File: src/rtl/sdram_block_responder.sv
// Behavioural SDRAM responder for cache block transfers: edge-detected strobes,
// in-order burst checking with idle timeout, one-cycle read latency.
module sdram_block_responder #(
   parameter int BLOCKSIZE_W = 5,
   parameter int ADDR_W      = 3,
   parameter int DATA_W      = 8,
   parameter int TIMEOUT     = 15
) (
   input  logic                   clk,
   input  logic                   rst_n,
   input  logic [ADDR_W-1:0]      blk_addr,
   input  logic [BLOCKSIZE_W-1:0] addr_offset,
   input  logic                   memstrb,
   input  logic                   wr_rd_sdram,
   input  logic [DATA_W-1:0]      din,
   input  logic                   err_clr,
   output logic [DATA_W-1:0]      dout,
   output logic                   dout_vld,
   output logic                   burst_done,
   output logic                   burst_err,
   output logic                   busy
);

   localparam int TMO_W  = $clog2(TIMEOUT + 1);
   localparam int AW     = ADDR_W + BLOCKSIZE_W;
   localparam int MEM_D  = 2 ** AW;

   typedef enum logic [1:0] {IDLE = 2'd0, WR_BURST = 2'd1, RD_BURST = 2'd2} state_t;

   state_t                 state_q, state_d;
   logic                   memstrb_q;
   logic [ADDR_W-1:0]      blk_q, blk_d;
   logic                   wr_q, wr_d;
   logic [BLOCKSIZE_W-1:0] exp_off_q, exp_off_d;
   logic [TMO_W-1:0]       tmo_cnt_q, tmo_cnt_d;
   logic [DATA_W-1:0]      dout_q, dout_d;
   logic                   dout_vld_q, dout_vld_d;
   logic                   burst_done_q, burst_done_d;
   logic                   burst_err_q, burst_err_d;
   logic [DATA_W-1:0]      mem_q [MEM_D];

   logic                   stb;
   logic                   access;
   logic                   err_set;
   logic                   in_order;
   logic [AW-1:0]          mem_addr;

   assign stb      = memstrb & ~memstrb_q;
   assign mem_addr = {blk_addr, addr_offset};
   assign in_order = (addr_offset == exp_off_q) && (blk_addr == blk_q) && (wr_rd_sdram == wr_q);

   always_comb begin
      state_d      = state_q;
      blk_d        = blk_q;
      wr_d         = wr_q;
      exp_off_d    = exp_off_q;
      tmo_cnt_d    = '0;
      access       = 1'b0;
      err_set      = 1'b0;
      burst_done_d = 1'b0;

      case (state_q)
         IDLE: begin
            if (stb) begin
               if (addr_offset == '0) begin
                  access    = 1'b1;
                  blk_d     = blk_addr;
                  wr_d      = wr_rd_sdram;
                  exp_off_d = BLOCKSIZE_W'(1);
                  state_d   = wr_rd_sdram ? WR_BURST : RD_BURST;
               end else begin
                  err_set = 1'b1;
               end
            end
         end
         default: begin
            if (stb) begin
               if (in_order) begin
                  access    = 1'b1;
                  exp_off_d = exp_off_q + BLOCKSIZE_W'(1);
                  if (&addr_offset) begin
                     burst_done_d = 1'b1;
                     state_d      = IDLE;
                  end
               end else begin
                  // A mis-ordered strobe only closes the burst; it never opens a new one.
                  err_set = 1'b1;
                  state_d = IDLE;
               end
            end else begin
               tmo_cnt_d = tmo_cnt_q + TMO_W'(1);
               if (tmo_cnt_d == TMO_W'(TIMEOUT)) begin
                  err_set   = 1'b1;
                  state_d   = IDLE;
                  tmo_cnt_d = '0;
               end
            end
         end
      endcase

      dout_vld_d  = access & ~wr_rd_sdram;
      dout_d      = dout_vld_d ? mem_q[mem_addr] : dout_q;
      burst_err_d = err_set | (burst_err_q & ~err_clr);
   end

   always_ff @(posedge clk or negedge rst_n) begin
      if (!rst_n) begin
         state_q      <= IDLE;
         memstrb_q    <= 1'b0;
         blk_q        <= '0;
         wr_q         <= 1'b0;
         exp_off_q    <= '0;
         tmo_cnt_q    <= '0;
         dout_q       <= '0;
         dout_vld_q   <= 1'b0;
         burst_done_q <= 1'b0;
         burst_err_q  <= 1'b0;
      end else begin
         state_q      <= state_d;
         memstrb_q    <= memstrb;
         blk_q        <= blk_d;
         wr_q         <= wr_d;
         exp_off_q    <= exp_off_d;
         tmo_cnt_q    <= tmo_cnt_d;
         dout_q       <= dout_d;
         dout_vld_q   <= dout_vld_d;
         burst_done_q <= burst_done_d;
         burst_err_q  <= burst_err_d;
      end
   end

   // Storage is deliberately outside the reset domain so data survives a reset.
   always_ff @(posedge clk) begin
      if (access && wr_rd_sdram) begin
         mem_q[mem_addr] <= din;
      end
   end

   assign dout       = dout_q;
   assign dout_vld   = dout_vld_q;
   assign burst_done = burst_done_q;
   assign burst_err  = burst_err_q;
   assign busy       = (state_q != IDLE);

endmodule
File: config.mk
export PLATFORM = sky130hd
export DESIGN_NAME = sdram_block_responder
export DESIGN_NICKNAME = d
export VERILOG_FILES = /design/src/rtl/sdram_block_responder.sv
export SDC_FILE = /design/constraint.sdc
export NUM_CORES = 2
export LEC_CHECK = 0
export BUFFER_PORTS_ARGS = -buffer_cell sky130_fd_sc_hd__buf_4
export CAP_MARGIN = 20
export CORE_MARGIN = 2
export CORE_UTILIZATION = 40
export CTS_BUF_LIST = sky130_fd_sc_hd__clkbuf_16
export CTS_CLUSTER_SIZE = 24
export DETAILED_ROUTE_END_ITERATION = 8
export HOLD_SLACK_MARGIN = 0.08
export PLACE_DENSITY = 0.65
export SLEW_MARGIN = 20
export SYNTH_ARGS = -nofsm -noshare
export SYNTH_HDL_FRONTEND = slang
export SYNTH_SLANG_ARGS = --single-unit
File: constraint.sdc
create_clock -name clk -period 6.1 [get_ports clk]
set_clock_uncertainty 0.15 [all_clocks]
set_input_delay 1.525 -clock clk [delete_from_list [all_inputs] [get_ports clk]]
set_output_delay 1.525 -clock clk [all_outputs]
set_load 0.05 [all_outputs]
==> reports/metrics.yaml <==
io_buffers: 32
yosysMostFrequentCell: "edfxtp_1"
vias_per_cell: 5.95
h-tree-depth: 4
rows: 166
synth_edf_count: 2048
clkLatencyLatePin_ns: 0.85
ys_seq_area_share_pct: 75.8
critical_path.max_stage_delay_ns: 0.86
die_w_um: 457
drv_slew: 0
drc: 0
track_usage_pct: 21.0
hold_buffers: 0
synth_top_area_share_pct: 75.0
clk_pin_slew_ns: 0.06
synthArstFlopShare_pct: 1.30
grt_setup_unrepaired: "no"
syn_avg_cell_area_um2: 21.0
cts_setup_buffers: 0
grt_pass1_vias: 40788
worstSetupEndpointType: "flop"
synth-seq-cells: 2075
dp_hpwl_um: 136000
firstDrtPassIters: 6
crit_family: "simple AND/OR/NAND/NOR gates"
drt_iter0_markers: 5997
crit_type: "in2reg"
use_met3_pct: 4.65
cts_tree: "done"
synthToLayoutAreaGrowth_pct: 11.6
antenna_found_initial: 5
hp-class: "reg2reg"
overflow: 0
vias: 41200
ir_worst_vdd_mv: 0.297
synthTopCellsByCount: "edfxtp_1, mux4_2, nor2_1"
nets: 4097
grt_util_met1_pct: 28.6
drive_gt1_share_pct: 22.5
fin_crit_ns: 4.49
power_leakage_nw: 28.8
tns_ns: 0
clock.fmax_mhz: 223
placed_cells: 6559
dominantRegCellSynth: "edfxtp_1"
synthTopCellsByArea: "edfxtp_1, mux4_2, mux2i_1"
status: "finished, final reports clean"
grt_max_degree: 156
period_share_pct: 73.6
cts-root-buf: "clkbuf_16"
cts_resized: 0
globalplace.congestion: 0.876
hold_viol: 0
wl_um: 221000
boundaryPins: 33
cp_slowest_cell: "nor2_1"
top_usage_layer: "met2"
critPathRequiredTime_ns: 6.41
slew_headroom_pct: 20.3
insertedDiodeCount: 0
fin_cells: 6926
cts_buffers: 197
initial_core_util_pct: 40.2
syn-cell-area_mm2: 0.0820
grt.met2_usage_pct: 32.7
cp-start-kind: "input pin"
fp.dieH_um: 457
post_drt_wl_per_cell_um: 31.9
maxCapViolCount: 0
cp_cell_sequence: "buf_8 -> or4_2 -> nor2_4 -> nor2_2 -> a21oi_4 -> and4b_1 -> nand2_1 -> nor2_1"
core_mm2: 0.204
die-area_mm2: 0.209
cts.sinks: 2075
worstPathMaxFanout: 42
setup_viol: 0
powerDensity_mw_per_mm2: 322
cp_num_buf_inv: 1
arrival_ns: 4.80
syn_inst: 3898
yosysUniqueCellTypes: 82
synth.net_count: 3922
max_slew.worst_pin.slew_ns: 1.20
clock_path_buffers: 3
drtAntennaViolNets: 0
grt_first_pass_wirelength_um: 312000
yosysWarnings: 0
yosysTopAreaCell: "edfxtp_1"
[cell families after synthesis]
group,after synthesis,synth area share [%]
DFF,2075,75.8
muxes,655,15.3
and+or+nand+nor,584,3.15
AOI/OAI and AO/OA,319,2.93
buffers and inverters,248,2.62
xor gates and xnor gates,14,0.150
adders and majority gates,3,0.0458
[layout by cell type (no fill, tap or decap), drive strengths merged, types with 15 or more instances in the layout]
| cell type | instances |
|---|---|
| o22ai | 64 |
| a22oi | 29 |
| a32oi | 15 |
| inv | 67 |
| clkinv | 91 |
| nor2 | 322 |
| nand4 | 25 |
| nor2b | 17 |
| o221ai | 29 |
| a211oi | 28 |
| nand2 | 119 |
| edfxtp | 2048 |
| mux2i | 171 |
| mux4 | 455 |
| o21ai | 20 |
| clkbuf | 206 |
| a221oi | 18 |
| dfrtp | 27 |
| a21oi | 39 |
| mux2 | 29 |
| nand3 | 32 |
| buf | 206 |
[metal layers]
metal | wire (um) | vias up | part of all wire [%]
li1 | - | 16600 | -
met1 | 85500 | 21787 | 39
met2 | 104000 | 2349 | 47
met3 | 21900 | 458 | 9.9
met4 | 9860 | 6 | 4.5
met5 | 38 | - | 0.017
[power breakdown]
part / total (W) / internal, W / leakage [nW] / switching [W]
registers: 0.0158 / 0.0157 / 18.7 / 0.000110
clock network: 0.0118 / 0.00653 / 3.25 / 0.00527
logic: 0.00184 / 0.000574 / 6.83 / 0.00126
[state kept, by name, indices dropped and copies added, names as in the netlist]
name	count
burst_done	1
tmo_cnt_q	4
dout	8
burst_err	1
memstrb_q	1
exp_off_q	5
dout_vld	1
wr_q	1
mem_q	2048
state_q	2
blk_q	3
[cell type report]
cell class | instances | area (um2)
Sequential cell | 2075 | 62200
Multi-Input combinational cell | 1575 | 17700
Clock buffer | 199 | 4980
Inverter | 11 | 46.3
Timing Repair Buffer | 213 | 1980
Clock inverter | 165 | 1230
Fill cell | 16941 | 113000
Tap cell | 2688 | 3360
[metrics by stage]
step	utilization [%]	area, um2	setup slack, ns	total power [W]	hold WS (ns)
after floorplan	-	82000	1.99	0.0171	0.322
after global placement	41.7	85200	0.904	0.0179	0.337
after detailed placement	41.7	85200	0.762	0.0179	0.348
after CTS	44.8	91400	1.65	0.0296	0.362
after global routing	44.8	91500	1.53	0.0302	0.393
final	44.8	91500	1.61	0.0295	0.360
[path summary, 6_finish.rpt]
path | startpoint | end | slack [ns] | depth (start not counted)
worst min register to register | tmo_cnt_q[0] | tmo_cnt_q[0] | 0.36 | 1
min in group asynchronous | rst_n | tmo_cnt_q[0] | 0.48 | 1
worst max-delay path | addr_offset[1] | mem_q[161][6] | 1.61 | 8
worst min-delay path | tmo_cnt_q[0] | tmo_cnt_q[0] | 0.36 | 1
max in group asynchronous | rst_n | dout[7] | 4.96 | 1
worst max register to register | memstrb_q | mem_q[161][6] | 2.04 | 7
(Power assumes the default switching activity.)
